$ cat src/rtl/addr_reg_pkg.sv
// rtl/addr_reg_pkg.sv - shared types, default widths and helpers for the address register bank
package addr_reg_pkg;

  localparam int DEF_DATA_W = 16;
  localparam int DEF_NUM_CH = 2;
  localparam int DEF_WR_W   = 20;
  localparam int DEF_WR_LSB = 2;
  localparam int DEF_STEP   = 1;
  localparam int DEF_LEN_W  = 8;

  typedef enum logic [1:0] {
    ST_IDLE = 2'd0,
    ST_RUN  = 2'd1,
    ST_DONE = 2'd2
  } burst_state_t;

  // Width of a channel index; never zero so a single-channel bank still has a legal port.
  function automatic int ch_idx_w(input int n);
    return (n > 1) ? $clog2(n) : 1;
  endfunction

endpackage

$ cat src/rtl/ar_channel.sv
// rtl/ar_channel.sv - one address register with load, step up/down and sticky wrap flag
module ar_channel #(
  parameter int DATA_W = 16,
  parameter int STEP   = 1
) (
  input  logic              clk,
  input  logic              rst_n,
  input  logic              load,
  input  logic [DATA_W-1:0] load_data,
  input  logic              burst_step,
  input  logic              inc,
  input  logic              dec,
  output logic [DATA_W-1:0] ar,
  output logic              wrap
);

  localparam logic [DATA_W:0] STEP_EXT = (DATA_W+1)'(STEP);

  // The extra top bit of each result is the carry / borrow out of the register width.
  logic [DATA_W:0] up_sum;
  logic [DATA_W:0] dn_diff;

  assign up_sum  = {1'b0, ar} + STEP_EXT;
  assign dn_diff = {1'b0, ar} - STEP_EXT;

  // Register update: load beats burst step beats a lone inc or dec; inc+dec together holds.
  always_ff @(posedge clk or negedge rst_n) begin
    if (!rst_n) begin
      ar   <= '0;
      wrap <= 1'b0;
    end else if (load) begin
      ar   <= load_data;
      wrap <= 1'b0;
    end else if (burst_step || (inc && !dec)) begin
      ar <= up_sum[DATA_W-1:0];
      if (up_sum[DATA_W]) wrap <= 1'b1;
    end else if (dec && !inc) begin
      ar <= dn_diff[DATA_W-1:0];
      if (dn_diff[DATA_W]) wrap <= 1'b1;
    end
  end

endmodule

$ cat src/rtl/addr_reg_bank.sv
// rtl/addr_reg_bank.sv - bank of address registers with a burst address engine
module addr_reg_bank
  import addr_reg_pkg::*;
#(
  parameter int DATA_W = DEF_DATA_W,
  parameter int NUM_CH = DEF_NUM_CH,
  parameter int WR_W   = DEF_WR_W,
  parameter int WR_LSB = DEF_WR_LSB,
  parameter int STEP   = DEF_STEP,
  parameter int LEN_W  = DEF_LEN_W
) (
  input  logic                         Clock,
  input  logic                         Reset_n,
  input  logic [WR_W-1:0]              WRDec_out,
  input  logic [DATA_W-1:0]            A_BUS_out,
  input  logic [NUM_CH-1:0]            Inc_en,
  input  logic [NUM_CH-1:0]            Dec_en,
  input  logic                         Burst_start,
  input  logic [ch_idx_w(NUM_CH)-1:0]  Burst_ch,
  input  logic [LEN_W-1:0]             Burst_len,
  input  logic                         Burst_abort,
  input  logic                         Addr_ready,
  output logic [NUM_CH*DATA_W-1:0]     AR_out,
  output logic [NUM_CH-1:0]            Wrap_flag,
  output logic [DATA_W-1:0]            Addr_out,
  output logic                         Addr_valid,
  output logic                         Burst_busy,
  output logic                         Burst_done
);

  localparam int CH_W = ch_idx_w(NUM_CH);

  burst_state_t       state_q, state_d;
  logic [CH_W-1:0]    ch_q, ch_d;
  logic [LEN_W-1:0]   cnt_q, cnt_d;
  logic               running;
  logic               handshake;
  logic [DATA_W-1:0]  ar_q [NUM_CH];
  logic [NUM_CH-1:0]  active;

  // Decoder bits outside the channel window are deliberately ignored.
  logic unused_wr_bits;
  assign unused_wr_bits = ^WRDec_out;

  assign running   = (state_q == ST_RUN);
  assign handshake = running && Addr_ready;

  for (genvar c = 0; c < NUM_CH; c++) begin : g_ch
    // The burst owns the latched channel's stepping while running; external inc/dec is masked.
    assign active[c] = running && (ch_q == CH_W'(c));

    ar_channel #(
      .DATA_W (DATA_W),
      .STEP   (STEP)
    ) u_ar (
      .clk        (Clock),
      .rst_n      (Reset_n),
      .load       (WRDec_out[WR_LSB+c]),
      .load_data  (A_BUS_out),
      .burst_step (handshake && active[c]),
      .inc        (Inc_en[c] && !active[c]),
      .dec        (Dec_en[c] && !active[c]),
      .ar         (ar_q[c]),
      .wrap       (Wrap_flag[c])
    );

    assign AR_out[c*DATA_W +: DATA_W] = ar_q[c];
  end

  // Burst FSM state, latched channel and remaining beat count.
  always_ff @(posedge Clock or negedge Reset_n) begin
    if (!Reset_n) begin
      state_q <= ST_IDLE;
      ch_q    <= '0;
      cnt_q   <= '0;
    end else begin
      state_q <= state_d;
      ch_q    <= ch_d;
      cnt_q   <= cnt_d;
    end
  end

  // Next-state logic: a zero-length request goes straight to DONE without issuing anything.
  always_comb begin
    state_d = state_q;
    ch_d    = ch_q;
    cnt_d   = cnt_q;
    unique case (state_q)
      ST_IDLE: begin
        if (Burst_start) begin
          ch_d    = Burst_ch;
          cnt_d   = Burst_len;
          state_d = (Burst_len != '0) ? ST_RUN : ST_DONE;
        end
      end
      ST_RUN: begin
        if (handshake) cnt_d = cnt_q - LEN_W'(1);
        if (Burst_abort) begin
          state_d = ST_IDLE;
        end else if (handshake && (cnt_q == LEN_W'(1))) begin
          state_d = ST_DONE;
        end
      end
      ST_DONE: state_d = ST_IDLE;
      default: state_d = ST_IDLE;
    endcase
  end

  // Burst address mux; reads zero whenever no burst is running.
  always_comb begin
    Addr_out = '0;
    for (int c = 0; c < NUM_CH; c++) begin
      if (active[c]) Addr_out = ar_q[c];
    end
  end

  assign Addr_valid = running;
  assign Burst_busy = (state_q != ST_IDLE);
  assign Burst_done = (state_q == ST_DONE);

endmodule

$ cat config.mk
export PLATFORM = sky130hd
export DESIGN_NAME = addr_reg_bank
export DESIGN_NICKNAME = d
export VERILOG_FILES = /design/src/rtl/addr_reg_pkg.sv /design/src/rtl/ar_channel.sv /design/src/rtl/addr_reg_bank.sv
export SDC_FILE = /design/constraint.sdc
export NUM_CORES = 1
export LEC_CHECK = 0
export ABC_AREA = 0
export ABC_CLOCK_PERIOD_IN_PS = 2740
export CAP_MARGIN = 20
export CELL_PAD_IN_SITES_DETAIL_PLACEMENT = 1
export CELL_PAD_IN_SITES_GLOBAL_PLACEMENT = 1
export CORE_ASPECT_RATIO = 0.75
export CORE_MARGIN = 2
export CORE_UTILIZATION = 31
export DETAILED_ROUTE_END_ITERATION = 12
export HOLD_SLACK_MARGIN = 0.02
export PLACE_DENSITY_LB_ADDON = 0.1
export SYNTH_ARGS = -nofsm -noshare
export SYNTH_HDL_FRONTEND = slang
export SYNTH_SLANG_ARGS = --single-unit
$ cat constraint.sdc
create_clock -name Clock -period 2.74 [get_ports Clock]
set_input_delay 0.822 -clock Clock [delete_from_list [all_inputs] [get_ports Clock]]
set_output_delay 0.822 -clock Clock [all_outputs]
set_load 0.01 [all_outputs]
### Word-level counts from Yosys, hierarchy flattened

Index checks and enable logic that the tools add are counted.

* $add $sub $neg: 5
* equality and inequality tests: 8
* muxes and demuxes: 26
* bitwise operators: 1
* reduce and logical (&&, ||, !) cells: 35

Operators with widths (number)
* $mux W16: 8
* $add A16 B1 Y17 const B: 2
* $sub A16 B1 Y17 const B: 2
* $mux W8: 2
* $pmux W8 S2: 1
* $logic_and A1 B1 Y1: 14
* $reduce_bool A3 Y1: 4
* $mux W1: 10
* $ne A3 B2 Y1 const B: 3
* $reduce_and A3 Y1: 3
* $eq A8 B1 Y1 const B: 1
* $mux W2: 4
* $reduce_bool A8 Y1: 1
* $sub A8 B1 Y8 const B: 1
* $logic_not A1 Y1: 6
* $pmux W2 S2: 1
* $reduce_and A2 Y1: 2
* $reduce_bool A2 Y1: 2
* $eq A2 B1 Y1 const B: 1
* $eq A2 B2 Y1 const B: 1
* $logic_not A2 Y1: 1
* $logic_or A1 B1 Y1: 2
* $ne A2 B1 Y1 const B: 1
* $ne A2 B2 Y1 const B: 1
* $not A1 Y1: 1

* bits in registers: 45
* bits of input ports: 54
* word-level logic and storage cells: 82

### Longest topological paths before layout

* depth after elaboration: 9
* depth in mapped cells: 9
* mapped depth without buffers: 8

### By module

A second synthesis with hierarchy kept.

* cells, all modules: 463
* area, all modules: 3759.9 µm²

Modules (own cells, without submodules)
* ar_channel: times used 2, cells an instance 170, area an instance 1392.6 µm², sequential area each 425.4 µm²
* addr_reg_bank: times used 1, cells an instance 123, area an instance 974.7 µm², sequential area each 275.3 µm²

### Least setup slack after synthesis

Ideal clock, no wire load.

* path type: reg2reg
* start: register g_ch[1].u_ar.ar[5]
* end: register g_ch[1].u_ar.ar[15]
* data arrival time: 2.477 ns
* setup slack: 0.139 ns
* cell stages (with the launch flop): 8
* period minus slack after synthesis: 2.601 ns
* path through: dfrtp_1 -> buf_6 -> or4_4 -> or4_4 -> or3b_4 -> a221oi_2 -> xor2_1 -> mux2_2

* longest elaborated chain between the ends: 4
* elaborated cells between the ends (all ways): 5
* those cells by class: add/sub (2); mux (3)

RTL lines
* from (decl): RTL line ar_channel.sv:13 `output logic [DATA_W-1:0] ar,`
* from (signal assigned): RTL line ar_channel.sv:32 `ar <= load_data;`
* from (signal assigned): RTL line ar_channel.sv:35 `ar <= up_sum[DATA_W-1:0];`
* from (signal assigned): RTL line ar_channel.sv:38 `ar <= dn_diff[DATA_W-1:0];`
* $sub A16 B1 Y17: RTL line ar_channel.sv:24 `assign dn_diff = {1'b0, ar} - STEP_EXT;`
* $mux W16: RTL line ar_channel.sv:37 `end else if (dec && !inc) begin`
* $mux W16 *: RTL line ar_channel.sv:34 `end else if (burst_step || (inc && !dec)) begin`
* $mux W16 *: RTL line ar_channel.sv:31 `end else if (load) begin`

Every way passes the cells marked *; elsewhere a longest branch is shown, timed or not. The select of a mux whose other input is x is not followed.
A chain may end at the register's enable or synchronous reset.

### Worst setup path after layout

* start: register g_ch[1].u_ar.ar[4]
* end: register g_ch[1].u_ar.ar[15]

Same word-level chain as after synthesis.

==> results.tsv <==
metric	value	unit
status	completed	
async_reset_ff_share	100	%
diodes	0	
initial_utilization	31.6	%
slew_headroom	57.9	%
finClkSkew	4.47	ps
hold_violations	0	
wl_met1	6.90	mm
yosysWarnings	0	
power.leakage	2.21	nW
drt_first_iter_violations	246	
dr_wl_met2	5.84	mm
crit_type	flip-flop to flip-flop	
synthTopCellsByArea	dfrtp_1 (33%), mux2_2 (6.2%), mux2i_1 (4.9%)	
path_clk_slew	60	ps
yosysUniqueCellTypes	52	
required	2920	ps
synth_common_cells	dfrtp_1 (45), nand2_1 (39), nor2_1 (35)	
drcViolationCount	0	
grt_pass1_vias	3749	
syn_area	3450	um^2
synthAdderAreaFrac	2.18	%
worstReg2RegStart	g_ch[1].u_ar.ar[4]	
synthMuxAreaShare	11.1	%
drv_slew	0	
fin_nets	604	
die_w	126	um
setup_violations	0	
tightest_slew	630	ps
hold_buffers	0	
placed_cells	674	
synth_xor_area_share	8.39	%
worstReg2RegEnd	g_ch[1].u_ar.ar[15]	
vias	3705	
power_density	571	nW/um^2
first_pass_iters	5	
die_h	95.3	um
finalPower	2.92	mW
yosysSeqAreaShare	32.7	%
insertion_delay	290	ps
yosysMostFrequentCell	dfrtp_1	
synth_top_family_by_area	simple AND/OR/NAND/NOR gates	
synth.ff_latch_count	45	
place_congestion	0.877	
cts.htree.levels	2	
place.detailed.hpwl	10.5	mm
track_usage	22.8	%
syn_to_final_growth	48.5	%
wl	13.5	mm
drv_cap	0	
max_freq	377	MHz
cts_root_buffer	clkbuf_16	
cts.sinks	45	
avgSynthCellArea	8.38	um^2
critPathMaxFanout	3	
wl_met3	615	um
critPathCaptureType	flip-flop	
r2r_setup_slack	80	ps
grt_pass1_wl	21.3	mm
num_rows	33	
antenna_found_initial	0	
crit_arrival	2830	ps
ir_drop	0.000216	V
crit_path_start	g_ch[1].u_ar.ar[4]	
synth_cells	411	
io_pins	107	
synth-edff-count	0	
top_layer_used	met4	
grt_max_degree	24	
synthesis.nets	471	
fin_crit	2660	ps
ff2ff_path_depth	6	
synth_compound_area_share	13.8	%
clk_path_buf_depth	2	
hp-class	primary input to async pin	
drive_gt1_share	20.8	%
synth-main-ff-cell	dfrtp_1	
netlist.area_leader.share	32.7	%
post_drt_wl_per_cell	19.7	um
io_buffers	88	
grt_overflow	0	
dieArea	12000	um^2
synth_simple_gate_area_share	27.5	%
cts_tree	done	
fin_cells	684	
ant_nets	0	
cp-start-kind	flip-flop	
yosysTopAreaCell	dfrtp_1	
post-route-period-util	96.9	%
core_area	10900	um^2
numCtsBuffers	5	
routed_via_density	5.42	
-- placed cells by master, fill, tap and decap left out, drive strengths merged, types with 17 or more instances in the layout --
cell,count
clkdlybuf4s50,69
buf,65
dfrtp,45
nand2,39
nor2,35
o21ai,32
a21oi,30
mux2,19
nand3,18
xor2,18
mux2i,17
-- state kept, by name (all words and copies together), names as in the netlist --
| register | cells |
|---|---|
| g_ch.u_ar.ar | 32 |
| state_q | 2 |
| ch_q | 1 |
| g_ch.u_ar.wrap | 2 |
| cnt_q | 8 |
-- power by group --
part,total (mW),internal (mW),switching [mW]
registers,0.961,0.783,0.178
logic,1.34,0.656,0.681
clock network,0.623,0.359,0.264
-- kinds of logic after synthesis --
logic type,count (synthesis)
xor+xnor,33
buf+inv,34
mux,36
compound gates,81
flops,45
fa+ha+maj,6
simple gates,176
-- layer usage --
metal  vias up  global-route usage, %
met5         -                      0
met4         0                   4.58
met3         7                   3.48
met2       103                   34.5
met1      1845                   34.4
li1       1750                      -
-- worst max-delay path, cell delays in order, from the launching register on --
cell,delay [ps]
dfrtp_1,410
or4_4,560
or4_4,450
or3b_4,410
a221oi_4,340
xor2_1,110
mux2_2,260
-- final cells by class --
class,instances,area [um^2]
multi-input combinational,332,2260
fill,1307,5780
inverter,8,30.0
tap,140,175
clock buffer,7,143
timing repair buffer,152,1380
sequential,45,1130
-- timing repair --
item | in CTS | in global routing
setup endpoints to repair | 20 | 23
pin swaps | 5 | 6
gates resized for setup | 20 | 20
setup buffers | 2 | 1
hold endpoints to repair | 0 | 0
-- worst max-delay path by stage --
stage                                endpoint  slack (ps)  cells past startpoint
after global placement    g_ch[0].u_ar.ar[12]        -440                      8
after global routing      g_ch[1].u_ar.ar[13]        -0.9                      9
after floorplan           g_ch[1].u_ar.ar[15]         140                      7
final                     g_ch[1].u_ar.ar[15]          80                      6
after CTS                         Addr_out[7]           3                      5
after detailed placement   g_ch[0].u_ar.ar[9]        -460                      8
-- through the flow --
| stage | hold WS (ps) | cell area [um^2] | util (%) | TNS, ps | setup WS, ps |
|---|---|---|---|---|---|
| 2_1_floorplan | 462 | 3450 | - | 0 | 139 |
| 3_3_place_gp | 503 | 4840 | 44.4 | -7280 | -440 |
| 3_5_place_dp | 504 | 4840 | 44.4 | -8410 | -458 |
| 4_1_cts | 458 | 5040 | 46.3 | 0 | 2.70 |
| 5_1_grt | 486 | 5120 | 47.0 | -0.921 | -0.921 |
| 6_report | 453 | 5120 | 47.0 | 0 | 84.9 |
No activity file was read; power rests on OpenSTA's default activity.
==> variant 1 (same settings) <==
`DEF_NUM_CH`: 2 -> 4.
--- a/src/rtl/addr_reg_pkg.sv
+++ b/src/rtl/addr_reg_pkg.sv
@@ -2,7 +2,7 @@
 package addr_reg_pkg;
 
   localparam int DEF_DATA_W = 16;
-  localparam int DEF_NUM_CH = 2;
+  localparam int DEF_NUM_CH = 4;
   localparam int DEF_WR_W   = 20;
   localparam int DEF_WR_LSB = 2;
   localparam int DEF_STEP   = 1;
Ports: changed (5 resized); port bits go from 107 to 146. No check against the original RTL was run, so the function may have changed too.
==> variant 1 against the unedited design <==
Design area up 98%. Sequential share of layout area down 2.2 points. Critical path depth unchanged. Synthesized cell count up 110%. Clock power up 120%. Sequential cell count up 35. Routed wire length up 130%. Fmax down 2.9%. Setup slack worse by 0.080 ns. Clock skew up 0.0066 ns. Area after synthesis up 110%. Via count up 110%. Total power up 150%. Worst hold slack worse by 0.035 ns.
==> variant 1: results (changes against the unedited design) <==
metric,value,unit,change
Non-clk bufs,274,,+80%
Fillers,2671,,+100%
Post-synth top cells,"nand2_1 (85), dfrtp_1 (80), nor3_1 (56)",,
P_leak,3.97,nW,+79%
layout cells sized above 1,22.3,%,+1.6 points
Vias,7837,,+110%
largest delay contributor family on the critical path,multiplexers,,
R2R setup slack,0.06,ns,-0.02 ns
largest registers,"g_ch.u_ar.ar: 64 flops, cnt_q: 8 flops, g_ch.u_ar.wrap: 4 flops",,
met3 GRT Util,3.82,%,+0.34 points
multi-input gate count,685,,+110%
Crit Path Max Fanout,5,,+2
post-DP HPWL,23.8,mm,+130%
status,completed,,
flip-flop and latch count,80,,+78%
count of cell types in the netlist,72,,+38%
Min Hold Slack,0.418,ns,-0.0348 ns
Sequential Area,0.00200,mm2,+78%
Non-Clock Buffer Area Fraction,24.5,%,-2.5 points
worst-margin pin slew,0.567,ns,-0.0630 ns
PortBufs,129,,+47%
"top cells by area, synth","dfrtp_1 (28%), mux2i_1 (5.7%), a22oi_1 (4.5%)",,
met3 WL,1.46,mm,+140%
Multi-input gate area,0.00482,mm2,+110%
Worst-Skew Late Latency,0.35,ns,+0.06 ns
wl on met1,15.3,mm,+120%
largest net degree at the start of global routing,45,,+88%
## variant 1: power groups by stage
stage                     clock network, mW  logic, mW  registers [mW]
after global placement                    0       3.77            1.72
after global routing                   1.46       4.48            1.75
after detailed placement                  0       3.82            1.73
final                                  1.38       4.17            1.73
after CTS                              1.42       4.04            1.73
after floorplan                           0       1.91            1.80
## variant 1: per-stage QoR
stage	total power [mW]	cells	cell area, um2	utilization, %
after floorplan	3.72	859	7180	-
after global placement	5.50	1351	9580	41.9
after detailed placement	5.55	1351	9580	41.9
after CTS	7.18	1379	10000	43.8
after global routing	7.68	1383	10100	44.2
final	7.28	1383	10100	44.2
## variant 1: cell families (layout without fill, tap and decap cells)
kind of cell	after synthesis	count (layout)	synth area share (%)
AOI/OAI and AO/OA	159	159	15.6
xor gates and xnor gates	16	16	1.95
adders and majority gates	10	10	1.74
buffers and inverters	94	318	5.81
DFF	80	80	27.9
muxes	71	71	13.4
and+or+nand+nor	429	429	33.6
